`config.mk`:
```
export PLATFORM = sky130hd
export DESIGN_NAME = fetch
export DESIGN_NICKNAME = d
export VERILOG_FILES = /design/src/rtl/core_pkg.sv /design/src/rtl/fetch_fifo.sv /design/src/rtl/fetch.sv
export SDC_FILE = /design/constraint.sdc
export NUM_CORES = 1
export LEC_CHECK = 0
export BUFFER_PORTS_ARGS = -buffer_cell sky130_fd_sc_hd__buf_2
export CORE_AREA = 2 2 118 120
export CTS_BUF_LIST = sky130_fd_sc_hd__clkbuf_4 sky130_fd_sc_hd__clkbuf_8
export DETAILED_ROUTE_END_ITERATION = 8
export DIE_AREA = 0 0 120 122
export GPL_TIMING_DRIVEN = 0
export PLACE_DENSITY = 0.68
export SLEW_MARGIN = 30
export SYNTH_ARGS = -nofsm -noshare
export SYNTH_HDL_FRONTEND = slang
export SYNTH_SLANG_ARGS = --single-unit
```
`constraint.sdc`:
```
create_clock -name clk -period 5.1 [get_ports clk]
set_input_delay 1.02 -clock clk [delete_from_list [all_inputs] [get_ports clk]]
set_output_delay 1.02 -clock clk [all_outputs]
set_load 0.02 [all_outputs]
```
`src/rtl/core_pkg.sv`:
```
// rtl/core_pkg.sv - shared core types and constants; FETCH_PREFETCH_EN selects a 2-deep fetch buffer
package core_pkg;

    localparam int XLEN = 32;

`ifdef FETCH_PREFETCH_EN
    localparam int FETCH_DEPTH = 2;
`else
    localparam int FETCH_DEPTH = 1;
`endif

    localparam int FETCH_OCC_W = $clog2(FETCH_DEPTH + 1);

    localparam logic [XLEN-1:0] NOP_INSTR = 32'h0000_0013;

    typedef struct packed {
        logic [XLEN-1:0] pc;
        logic [XLEN-1:0] instr;
    } fetch_entry_t;

    function automatic logic [XLEN-1:0] word_align(input logic [XLEN-1:0] a);
        return {a[XLEN-1:2], 2'b00};
    endfunction

endpackage

```
`src/rtl/fetch_fifo.sv`:
```
// rtl/fetch_fifo.sv - circular buffer of fetched {pc, instr} entries with flush
module fetch_fifo
    import core_pkg::*;
#(
    parameter int DEPTH = FETCH_DEPTH,
    parameter int OCC_W = $clog2(DEPTH + 1)
) (
    input  logic             clk,
    input  logic             rst,
    input  logic             i_push,
    input  fetch_entry_t     i_data,
    input  logic             i_pop,
    input  logic             i_flush,
    output fetch_entry_t     o_head,
    output logic [OCC_W-1:0] o_occ
);

    localparam int PTR_W = (DEPTH > 1) ? $clog2(DEPTH) : 1;
    // Storage is rounded up to a power of two so any pointer value indexes in range.
    localparam int SLOTS = 1 << PTR_W;

    fetch_entry_t     r_mem [SLOTS];
    logic [PTR_W-1:0] r_wr_ptr;
    logic [PTR_W-1:0] r_rd_ptr;
    logic [OCC_W-1:0] r_occ;
    logic             w_pop;

    assign w_pop = i_pop && (r_occ != '0);

    function automatic logic [PTR_W-1:0] ptr_inc(input logic [PTR_W-1:0] p);
        return (p == PTR_W'(DEPTH - 1)) ? '0 : p + PTR_W'(1);
    endfunction

    always_ff @(posedge clk or negedge rst) begin
        if (!rst) begin
            r_wr_ptr <= '0;
            r_rd_ptr <= '0;
            r_occ    <= '0;
            for (int i = 0; i < SLOTS; i++) begin
                r_mem[i] <= '0;
            end
        end else if (i_flush) begin
            r_wr_ptr <= '0;
            r_rd_ptr <= '0;
            r_occ    <= '0;
        end else begin
            if (i_push) begin
                r_mem[r_wr_ptr] <= i_data;
                r_wr_ptr        <= ptr_inc(r_wr_ptr);
            end
            if (w_pop) begin
                r_rd_ptr <= ptr_inc(r_rd_ptr);
            end
            r_occ <= r_occ + OCC_W'(i_push) - OCC_W'(w_pop);
        end
    end

    assign o_head = r_mem[r_rd_ptr];
    assign o_occ  = r_occ;

endmodule

```
`src/rtl/fetch.sv`:
```
// rtl/fetch.sv - instruction fetch stage: PC, strobe/ack port, decode buffer; FETCH_PREFETCH_EN (via core_pkg) enables prefetch
module fetch
    import core_pkg::*;
#(
    parameter logic [XLEN-1:0] PC_RESET = '0
) (
    input  logic            clk,
    input  logic            rst,
    output logic [XLEN-1:0] instr_addr,
    output logic            instr_stb,
    input  logic [XLEN-1:0] instr,
    input  logic            instr_ack,
    input  logic            redirect_en,
    input  logic [XLEN-1:0] redirect_pc,
    input  logic            trap_en,
    input  logic [XLEN-1:0] trap_pc,
    output logic            dec_valid,
    input  logic            dec_ready,
    output logic [XLEN-1:0] dec_pc,
    output logic [XLEN-1:0] dec_instr
);

    logic [XLEN-1:0]        r_pc;
    logic [XLEN-1:0]        r_addr;
    logic                   r_stb;
    logic                   r_kill;

    logic [XLEN-1:0]        w_pc_next;
    logic [XLEN-1:0]        w_flush_pc;
    logic                   w_stb_next;
    logic                   w_kill_next;
    logic                   w_ack;
    logic                   w_pop;
    logic                   w_push;
    logic                   w_flush;
    logic                   w_hold;
    logic [FETCH_OCC_W-1:0] w_occ;
    logic [FETCH_OCC_W-1:0] w_occ_next;
    fetch_entry_t           w_push_entry;
    fetch_entry_t           w_head;

    assign w_ack        = r_stb & instr_ack;
    assign w_pop        = dec_valid & dec_ready;
    assign w_flush      = trap_en | redirect_en;
    assign w_hold       = r_stb & ~instr_ack;
    assign w_push       = w_ack & ~r_kill & ~w_flush;
    assign w_flush_pc   = word_align(trap_en ? trap_pc : redirect_pc);
    assign w_push_entry = '{pc: r_pc, instr: instr};

    always_comb begin
        w_pc_next   = r_pc;
        w_kill_next = r_kill;
        w_occ_next  = w_occ + FETCH_OCC_W'(w_push) - FETCH_OCC_W'(w_pop);
        if (w_flush) begin
            // An outstanding request cannot be withdrawn, so it is marked for discard.
            w_pc_next   = w_flush_pc;
            w_kill_next = w_hold;
            w_occ_next  = '0;
        end else if (w_ack) begin
            w_kill_next = 1'b0;
            if (!r_kill) begin
                w_pc_next = r_pc + 32'd4;
            end
        end
        w_stb_next = w_hold | w_kill_next | (w_occ_next < FETCH_OCC_W'(FETCH_DEPTH));
    end

    always_ff @(posedge clk or negedge rst) begin
        if (!rst) begin
            r_pc   <= PC_RESET;
            r_addr <= PC_RESET;
            r_stb  <= 1'b0;
            r_kill <= 1'b0;
        end else begin
            r_pc   <= w_pc_next;
            r_kill <= w_kill_next;
            r_stb  <= w_stb_next;
            if (!w_hold) begin
                r_addr <= w_pc_next;
            end
        end
    end

    fetch_fifo #(
        .DEPTH (FETCH_DEPTH),
        .OCC_W (FETCH_OCC_W)
    ) u_fifo (
        .clk     (clk),
        .rst     (rst),
        .i_push  (w_push),
        .i_data  (w_push_entry),
        .i_pop   (w_pop),
        .i_flush (w_flush),
        .o_head  (w_head),
        .o_occ   (w_occ)
    );

    assign instr_addr = r_addr;
    assign instr_stb  = r_stb;
    assign dec_valid  = (w_occ != '0);
    assign dec_pc     = w_head.pc;
    assign dec_instr  = w_head.instr;

endmodule

```
==> flow_metrics.tcl, run 1 <==
set metrics [dict create \
    drt_iter0_drc 260 \
    syn_nets 574 \
    grt_pass1_wl_mm 25.3 \
    die_h_um 122 \
    syn_area_um2 5780 \
    p_leak_nw 3.39 \
    synth_common_cells "dfrtp_1, mux2_2, nor2_1" \
    worst_pin_slew_ps 775 \
    yosys_warnings 0 \
    drc_errors 0 \
    final_area_um2 7470 \
    port_buffers 194 \
    max-cap-violations 0 \
    wirelength_mm 15.9 \
    start_util_pct 42.8 \
    syn_inst 471 \
    cp-end-kind "flip-flop" \
    finalHoldViolCount 0 \
    drive_gt1_share_pct 46.7 \
    antennaDiodeCount 0 \
    r2r_end "instr_addr[21]$_DFFE_PN0N_" \
    powerDensity_nw_per_um2 417 \
    fmax_mhz 397 \
    min_period_ps 2520 \
    drt_pass1_iterations 4 \
    finalNetCount 788 \
    syn_to_final_growth_pct 29.3 \
    grt_max_degree 81 \
    synth.most_common_cell "dfrtp_1" \
    slew_headroom_pct 48.2 \
    die_area_um2 14600 \
    peakVddDrop_mv 0.226 \
    async_reset_ff_share_pct 100 \
    holdWs_ps 480 \
    clockBufferDepth 2 \
    wire_per_inst_um 18.1 \
    ys_seq_elements 131 \
    cts_resized 0 \
    synth_edf_count 0 \
    postRouteAntennaNets 0 \
    synth.area.top_cells "dfrtp_1, mux2_2, xnor2_1" \
    track_usage_pct 22.8 \
    dp_hpwl_mm 12.0 \
    die_x_um 120 \
    critPathArrivalTime_ps 2790 \
    cts_tree "done" \
    cp_max_fo 10 \
    post-place-ws_ps 2150 \
    ioPinCount 200 \
    r2r_cells 5 \
    crit_type "in2reg" \
    grt_pass1_vias 4835 \
    placed_cell_area_um2 7020 \
    nFillCells 1193 \
    synth_area_leader_cell "dfrtp_1" \
    min_path_type "in2async" \
    post_cts_buffers 0 \
    start_kind "input port" \
    coreArea_um2 13500 \
    yosysSeqAreaShare_pct 56.7 \
    finalCritPeriodShare_pct 49.4 \
    cts.sinks 131 \
    root_buffer "clkbuf_8" \
    fin_setup_tns_ps 0 \
    setup_viol 0 \
    cp.required_ps 5370 \
    cts_hold_buf 0 \
    grt_overflow 0 \
    cts_inserted_buffers 17 \
    finalClockSkew_ps 11.4 \
    status "complete, no violations" \
    syn_area_per_cell_um2 12.3 \
    r2r-start "instr_stb$_DFF_PN0_" \
    final.setup.worst_slack_ps 2580 \
    grt_setup_unrepaired "no" \
    synth.distinct_cells 47 \
    drv_slew 0 \
    drt-vias-per-instance 5.26 \
    reg2reg_slack_ps 2920 \
    antenna_found_initial 0 \
    clk_latency_ps 440 \
    clkSlewWorstSetupHoldPaths_ps 70 \
    rows 43 \
    globalplace.congestion 0.834 \
    ys.flop_type "dfrtp_1" \
    h-tree-depth 4 \
    synth_top_cell_area_share_pct 56.7 \
    vias 4614 \
    fin_total_pwr_w 0.00312 \
]
==> critical path, stage by stage <==
cell and delay (ps):
clkbuf_1 160, or2_1 230, buf_2 190, nor2_1 630, buf_2 420, a221oi_1 130
==> where the power goes <==
group          internal (W)  switching, W  leakage (nW)
Clock              0.000614      0.000394         0.231
Sequential          0.00123      0.000119          1.54
Combinational      0.000307      0.000458          1.62
Total               0.00215      0.000971          3.39
==> worst max path at each step <==
stage	start	end	slack, ps	depth (start not counted)
after floorplan	trap_en	u_fifo.r_mem[86]$_DFFE_PN0P_	2650	6
after detailed placement	trap_en	instr_addr[21]$_DFFE_PN0N_	2150	6
final	trap_en	instr_addr[21]$_DFFE_PN0N_	2580	6
after global routing	trap_en	instr_addr[21]$_DFFE_PN0N_	2550	6
after global placement	rst	u_fifo.r_mem[102]$_DFFE_PN0P_	1360	1
after CTS	trap_en	instr_addr[21]$_DFFE_PN0N_	2630	6
==> area by class of cell <==
cell class	count	area (µm²)	share of cell area [%]
Inverter	6	22.5	0.301
Buffer	25	106	1.42
Multi-Input combinational cell	309	2380	31.8
Timing Repair Buffer	195	1010	13.5
Clock inverter	10	180	2.41
Clock buffer	22	278	3.72
Sequential cell	131	3280	43.9
Tap cell	180	225	3.01
==> kinds of logic (layout without fill, tap and decap cells) <==
group / count (synthesis) / after routing / share of synthesized area [%]
AO/OA/AOI/OAI: 88 / 88 / 10.3
XOR/XNOR: 29 / 29 / 4.39
adder cells (fa/ha/maj): 1 / 1 / 0.216
buffers and inverters: 31 / 258 / 2.23
flip-flops: 131 / 131 / 56.7
multiplexers: 75 / 75 / 14.5
AND/OR/NAND/NOR: 116 / 116 / 11.6
==> layer usage <==
metal  vias to the layer above  wire length, µm  track usage, %
li1                       2144                -               -
met1                      2252             6550            27.8
met2                       192             7620            37.9
met3                        26             1340            6.84
met4                         0              393            9.34
met5                         -                0               0
==> layout by cell type, fill, tap and decap left out, types with 4 or more instances in the layout <==
master and instances:
nor3_2 5, nor2b_1 4, mux2_1 5, mux2i_1 4, bufinv_16 5, buf_2 203, xnor2_1 17, a21oi_1 28
dfrtp_1 131, clkbuf_4 4, nand2b_1 4, nor2_1 32, nand4_1 5, o21ai_0 9, o22ai_1 19, inv_1 6
xor2_1 12, clkbuf_1 14, a22oi_1 4, a221oi_2 6, a221oi_1 10, mux2_2 66, nand3_1 12, nand2_1 21
nor3_1 7, clkbuf_8 18
==> state kept, by name, indices dropped and copies added, names as in the netlist <==
name          cells
r_pc             32
instr_stb         1
u_fifo.o_occ      1
r_kill            1
instr_addr       32
u_fifo.r_mem     64
==> stage by stage <==
| stage | std cells | util [%] |
|---|---|---|
| after floorplan | 471 | - |
| after global placement | 845 | 51.7 |
| after detailed placement | 846 | 52.0 |
| after CTS | 878 | 55.4 |
| after global routing | 878 | 55.4 |
| final | 878 | 55.4 |
No activity file was read; power rests on OpenSTA's default activity.
==> run 2, diff against run 1 <==
ABC_AREA = 1   (was default)
CORE_AREA = 2 2 120 122   (was 2 2 118 120)
DIE_AREA = 0 0 122 124   (was 0 0 120 122)
PLACE_DENSITY = 0.67   (was 0.68)
clock period = 2.6 ns   (was 5.1 ns; I/O delays follow)
==> flow_metrics.tcl, run 2 <==
set metrics [dict create \
    status "complete, no violations" \
    powerDensity_nw_per_um2 715 \
    drv_slew 0 \
    drt_pass1_iterations 6 \
    path_delay_family "simple AND/OR/NAND/NOR gates" \
    cp_num_buf_inv 2 \
    antennaDiodeCount 0 \
    coreArea_um2 13700 \
    final.setup.worst_slack_ps 738 \
    clockBufferDepth 2 \
    synth_top_cell_area_share_pct 54.7 \
    max-cap-violations 0 \
    clk_latency_ps 440 \
    syn_area_um2 6000 \
    finalClockSkew_ps 11.2 \
    port_buffers 195 \
    combPwrFrac_pct 25.2 \
    finalHoldViolCount 0 \
    min_period_ps 1860 \
    post-place-ws_ps 542 \
    final_common_cell "nand2_1" \
    synth.distinct_cells 29 \
    start_kind "flip-flop" \
    synth.area.top_cells "dfrtp_1, nand2_1, o21ai_0" \
    clkSlewWorstSetupHoldPaths_ps 70 \
    swShare_pct 34.2 \
    wirelength_mm 16.8 \
    cp_max_fo 4 \
    ys_seq_elements 131 \
    slew_headroom_pct 57.3 \
    ioPinCount 200 \
    min_path_type "in2async" \
    r2r_end "instr_addr[12]$_DFFE_PN0N_" \
    syn_to_final_growth_pct 26.2 \
    grt_overflow 0 \
    cts.sinks 131 \
    worst_pin_slew_ps 641 \
    setup_viol 0 \
    grt_pass1_vias 5209 \
    placed_cell_area_um2 7240 \
    crit_type "reg2reg" \
    fmax_mhz 537 \
    vias 5614 \
    p_int_w 0.00356 \
    wire_per_inst_um 14.5 \
    post_cts_buffers 0 \
    synth.most_common_cell "nand2_1" \
    nFillCells 1373 \
    syn_area_per_cell_um2 7.94 \
    layout_common_cells "nand2_1, buf_2, dfrtp_1, o21ai_0, nor2_1" \
    finalCritPeriodShare_pct 71.6 \
    yosys_warnings 0 \
    p_seq_share_pct 47.5 \
    yosysSeqAreaShare_pct 54.7 \
    peakVddDrop_mv 0.322 \
    cp-end-kind "flip-flop" \
    drt-vias-per-instance 4.84 \
    die_area_um2 15100 \
    p_sw_w 0.00185 \
    reg2reg_slack_ps 740 \
    cts_resized 0 \
    cp.required_ps 2930 \
    worstPathCellList "ha_1, inv_1, nor2_1, nand2_1, inv_1, nand3_1, o21ai_0, a21oi_1, nand2_1, nand2_1" \
    h-tree-depth 4 \
    syn_nets 858 \
    r2r-start "r_pc[2]$_DFF_PN0_" \
    drive_gt1_share_pct 27.0 \
    globalplace.congestion 0.897 \
    syn_inst 755 \
    power_frac_clock_pct 27.3 \
    start_util_pct 43.7 \
    synth_area_leader_cell "dfrtp_1" \
    p_leak_nw 4.16 \
    r2r_cells 10 \
    synth_edf_count 0 \
    grt_setup_unrepaired "no" \
    fin_total_pwr_w 0.00541 \
    cpMostUsedCell "nand2_1" \
    grt_pass1_wl_mm 26.2 \
    largest_reg_flops 64 \
    critPathArrivalTime_ps 2190 \
    cts_tree "done" \
    synth_common_cells "nand2_1, dfrtp_1, o21ai_0" \
    finalNetCount 1073 \
    postRouteAntennaNets 0 \
    die_h_um 124 \
    drc_errors 0 \
    grt_max_degree 69 \
    regMostFlops "u_fifo.r_mem" \
    root_buffer "clkbuf_8" \
    track_usage_pct 23.0 \
    final_area_um2 7570 \
    async_reset_ff_share_pct 100 \
    slowest_stage "dfrtp_1" \
    cts_hold_buf 0 \
    ys.flop_type "dfrtp_1" \
    worst_path_largest_cell_delay_ps 400 \
    rows 43 \
    dp_hpwl_mm 13.0 \
    antenna_found_initial 0 \
    cts_inserted_buffers 17 \
    drt_iter0_drc 319 \
    die_x_um 122 \
]
==> run 2: cell count changes in the layout (fill, tap and decap cells not counted), sizes merged, moves of 9 or more <==
cell    before  now
nand2       21  310
mux2        71    0
o21ai       11   72
inv          6   51
nand3       12   55
nor2        33   69
a21oi       28    6
xnor2       17    0
a221oi      16    0
o22ai       19    4
nor3        12    2
xor2        12    3
==> run 2: cell type report <==
class,count,area (µm²),area share (%)
flip-flops and latches,131,3280,43.3
plain buffers,34,160,2.12
clock inverters,6,32.5,0.430
multi-input cells,539,2370,31.3
inverters,51,191,2.53
repair buffers,196,1010,13.4
clock buffers,23,298,3.94
well taps,180,225,2.98
==> run 2: worst max path at each step <==
| stage | start | endpoint | slack, ps | cells after the start |
|---|---|---|---|---|
| finish | r_pc[2]$_DFF_PN0_ | instr_addr[12]$_DFFE_PN0N_ | 740 | 10 |
| global route | r_pc[2]$_DFF_PN0_ | instr_addr[18]$_DFFE_PN0N_ | 600 | 12 |
| CTS | instr_stb$_DFF_PN0_ | instr_addr[11]$_DFFE_PN0N_ | 780 | 10 |
| detailed placement | instr_ack | instr_addr[11]$_DFFE_PN0N_ | 540 | 11 |
| global placement | rst | u_fifo.r_mem[81]$_DFFE_PN0P_ | -740 | 1 |
| floorplan | instr_ack | instr_addr[26]$_DFFE_PN0N_ | 1010 | 11 |
==> run 2: worst register-to-register path: stages, from the launching register on <==
cell and delay (ps):
dfrtp_1 400, ha_1 180, inv_1 50, nor2_1 220, nand2_1 150, inv_1 110
nand3_1 90, o21ai_0 260, a21oi_1 160, nand2_1 80, nand2_1 60
==> run 2: power groups by stage <==
stage | Combinational (W) | Sequential, W | Clock [W]
global route | 0.00151 | 0.00261 | 0.00160
detailed placement | 0.00138 | 0.00260 | 0
floorplan | 0.000444 | 0.00294 | 0
global placement | 0.00135 | 0.00260 | 0
finish | 0.00136 | 0.00257 | 0.00148
CTS | 0.00138 | 0.00257 | 0.00151
==> run 2: kinds of logic (layout without fill, tap and decap cells) <==
kind of cell               count (synthesis)  count (layout)  share of synthesized area, %
and+or+nand+nor                          448             448                          30.9
DFF                                      131             131                          54.7
AOI/OAI and AO/OA                         87              87                          7.97
buffers and inverters                     85             310                          5.86
xor gates and xnor gates                   3               3                         0.438
adders and majority gates                  1               1                         0.209
==> run 2: per-layer routing <==
layer	part of all wire [%]	GRT usage, %	up-vias	wire length [µm]
met5	0	0	-	0
li1	-	-	2829	-
met1	47	32.1	2539	7870
met4	2.2	9.70	0	362
met2	44	34.9	222	7400
met3	7.1	4.90	24	1190
==> run 2: per-stage QoR <==
step,TNS (ps),util (%),hold WS (ps),std cells
6_report,0,55.1,22.5,1160
5_1_grt,0,55.1,40.0,1160
4_1_cts,0,55.1,21.9,1160
3_5_place_dp,0,52.7,453,1131
3_3_place_gp,-94800,52.5,448,1130
2_1_floorplan,0,-,224,755
==> run 3, diff against run 2 <==
ABC_AREA = 0   (was 1)
CORE_AREA = 2 2 118 120   (was 2 2 120 122)
DIE_AREA = 0 0 120 122   (was 0 0 122 124)
PLACE_DENSITY = 0.68   (was 0.67)
clock period = 1.8 ns   (was 2.6 ns; I/O delays follow)
==> flow_metrics.tcl, run 3 (synthesized netlist as in run 1, its figures left out) <==
set metrics [dict create \
    start_kind "flip-flop" \
    drc_errors 0 \
    syn_to_final_growth_pct 36.8 \
    finalNetCount 808 \
    start_util_pct 42.8 \
    r2r_cells 6 \
    cts_tree "done" \
    drive_gt1_share_pct 53.6 \
    cts_inserted_buffers 17 \
    clockBufferDepth 2 \
    cp.required_ps 2100 \
    antennaDiodeCount 0 \
    p_seq_share_pct 42.7 \
    nFillCells 1145 \
    final_common_cell "buf_2" \
    dp_hpwl_mm 12.0 \
    port_buffers 194 \
    rows 43 \
    reg2reg_slack_ps -9 \
    powerDensity_nw_per_um2 1130 \
    crit_type "reg2reg" \
    drt-vias-per-instance 5.28 \
    setup_viol 5 \
    cts.sinks 131 \
    layout_common_cells "buf_2, dfrtp_1, mux2_2, nor2_1, a21oi_1" \
    fmax_mhz 553 \
    wirelength_mm 16.5 \
    swShare_pct 31.3 \
    worst_pin_slew_ps 683 \
    regMostFlops "u_fifo.r_mem" \
    vias 4745 \
    h-tree-depth 4 \
    worst_path_largest_cell_delay_ps 440 \
    min_path_type "in2reg" \
    post-place-ws_ps -487 \
    finalCritPeriodShare_pct 100 \
    grt_pass1_vias 4867 \
    grt_setup_unrepaired "yes" \
    combPwrFrac_pct 25.4 \
    largest_reg_flops 64 \
    root_buffer "clkbuf_8" \
    drt_pass1_iterations 4 \
    clk_latency_ps 440 \
    clkSlewWorstSetupHoldPaths_ps 70 \
    p_leak_nw 3.60 \
    p_sw_w 0.00281 \
    hp-start "trap_pc[6]" \
    finalHoldViolCount 0 \
    p_int_w 0.00616 \
    slew_headroom_pct 54.5 \
    grt_pass1_wl_mm 25.5 \
    cp_max_fo 6 \
    r2r-start "r_kill$_DFF_PN0_" \
    r2r_end "r_pc[31]$_DFF_PN0_" \
    peakVddDrop_mv 0.639 \
    violations "negative setup slack" \
    ioPinCount 200 \
    holdPathStages 3 \
    slowest_stage "dfrtp_2" \
    min_period_ps 1810 \
    track_usage_pct 23.0 \
    grt_max_degree 81 \
    globalplace.congestion 0.834 \
    drt_iter0_drc 302 \
    die_area_um2 14600 \
    die_h_um 122 \
    wire_per_inst_um 18.3 \
    coreArea_um2 13500 \
    cp-end-kind "flip-flop" \
    die_x_um 120 \
    antenna_found_initial 0 \
    critPathArrivalTime_ps 2110 \
    worstPathCellList "and4b_2, nand4_4, buf_6, nor4_4, xnor2_1, a21oi_1" \
    postRouteAntennaNets 0 \
    finalClockSkew_ps 11.6 \
    status "complete, but fails checks" \
    drv_slew 0 \
    max-cap-violations 0 \
    power_frac_clock_pct 31.9 \
    grt_overflow 0 \
    holdPathEnd "r_pc[6]$_DFF_PN0_" \
    crit_start "r_kill$_DFF_PN0_" \
    final.setup.worst_slack_ps -8.78 \
    fin_total_pwr_w 0.00896 \
]
-- run 3: routing by layer --
metal / global-route usage (%) / part of all wire (%)
met1: 28.1 / 41
met2: 38.3 / 48
met3: 6.88 / 8.1
met4: 9.04 / 2.4
met5: 0 / 0
-- run 3: power groups by stage --
| stage | Sequential (W) | Clock, W | Combinational (W) |
|---|---|---|---|
| floorplan | 0.00442 | 0 | 0.000715 |
| global placement | 0.00384 | 0 | 0.00214 |
| detailed placement | 0.00388 | 0 | 0.00219 |
| CTS | 0.00382 | 0.00292 | 0.00224 |
| global route | 0.00391 | 0.00305 | 0.00245 |
| finish | 0.00383 | 0.00286 | 0.00227 |
-- run 3: how the worst max path moves through the flow --
stage / to / cells after the start / slack [ps]
2_1_floorplan: instr_addr[3]$_DFFE_PN0N_ / 6 / 10
3_3_place_gp: u_fifo.r_mem[102]$_DFFE_PN0P_ / 1 / -1280
3_5_place_dp: instr_addr[21]$_DFFE_PN0N_ / 6 / -490
4_1_cts: u_fifo.r_mem[99]$_DFFE_PN0P_ / 5 / -0.2
5_1_grt: instr_addr[24]$_DFFE_PN0N_ / 6 / -110
6_report: r_pc[31]$_DFF_PN0_ / 6 / -9
-- run 3: final cells by class --
| type | count | area, µm² | area share (%) |
|---|---|---|---|
| clock inverters | 10 | 180 | 2.28 |
| flip-flops and latches | 131 | 3290 | 41.6 |
| clock buffers | 22 | 278 | 3.51 |
| inverters | 6 | 22.5 | 0.285 |
| repair buffers | 216 | 1200 | 15.1 |
| plain buffers | 24 | 149 | 1.88 |
| well taps | 180 | 225 | 2.85 |
| multi-input cells | 309 | 2570 | 32.4 |
-- run 3: per-stage QoR --
stage	instance area (µm²)	hold slack, ps	TNS, ps	util (%)	cells
after floorplan	5780	64.4	0	-	471
after global placement	6980	463	-193380	51.7	845
after detailed placement	7020	297	-29070	52.0	846
after CTS	7620	115	-0.242	56.4	887
after global routing	7910	128	-2600	58.6	898
final	7910	135	-18.9	58.6	898
-- run 3: what timing repair did --
item	CTS	global route
gates resized for setup	22	51
gates cloned	0	1
hold buffers	1	0
setup buffers	9	10
endpoints found under the hold margin	51	0
setup endpoints to repair	97	102
pin swaps	1	14
-- run 3: critical path: cells and delay by family (launching register included) --
| kind | cells | cell delay, ps |
|---|---|---|
| flip-flops | 1 | 440 |
| AND/OR/NAND/NOR | 3 | 740 |
| AO/OA/AOI/OAI | 1 | 100 |
| XOR/XNOR | 1 | 200 |
| buffers and inverters | 1 | 180 |
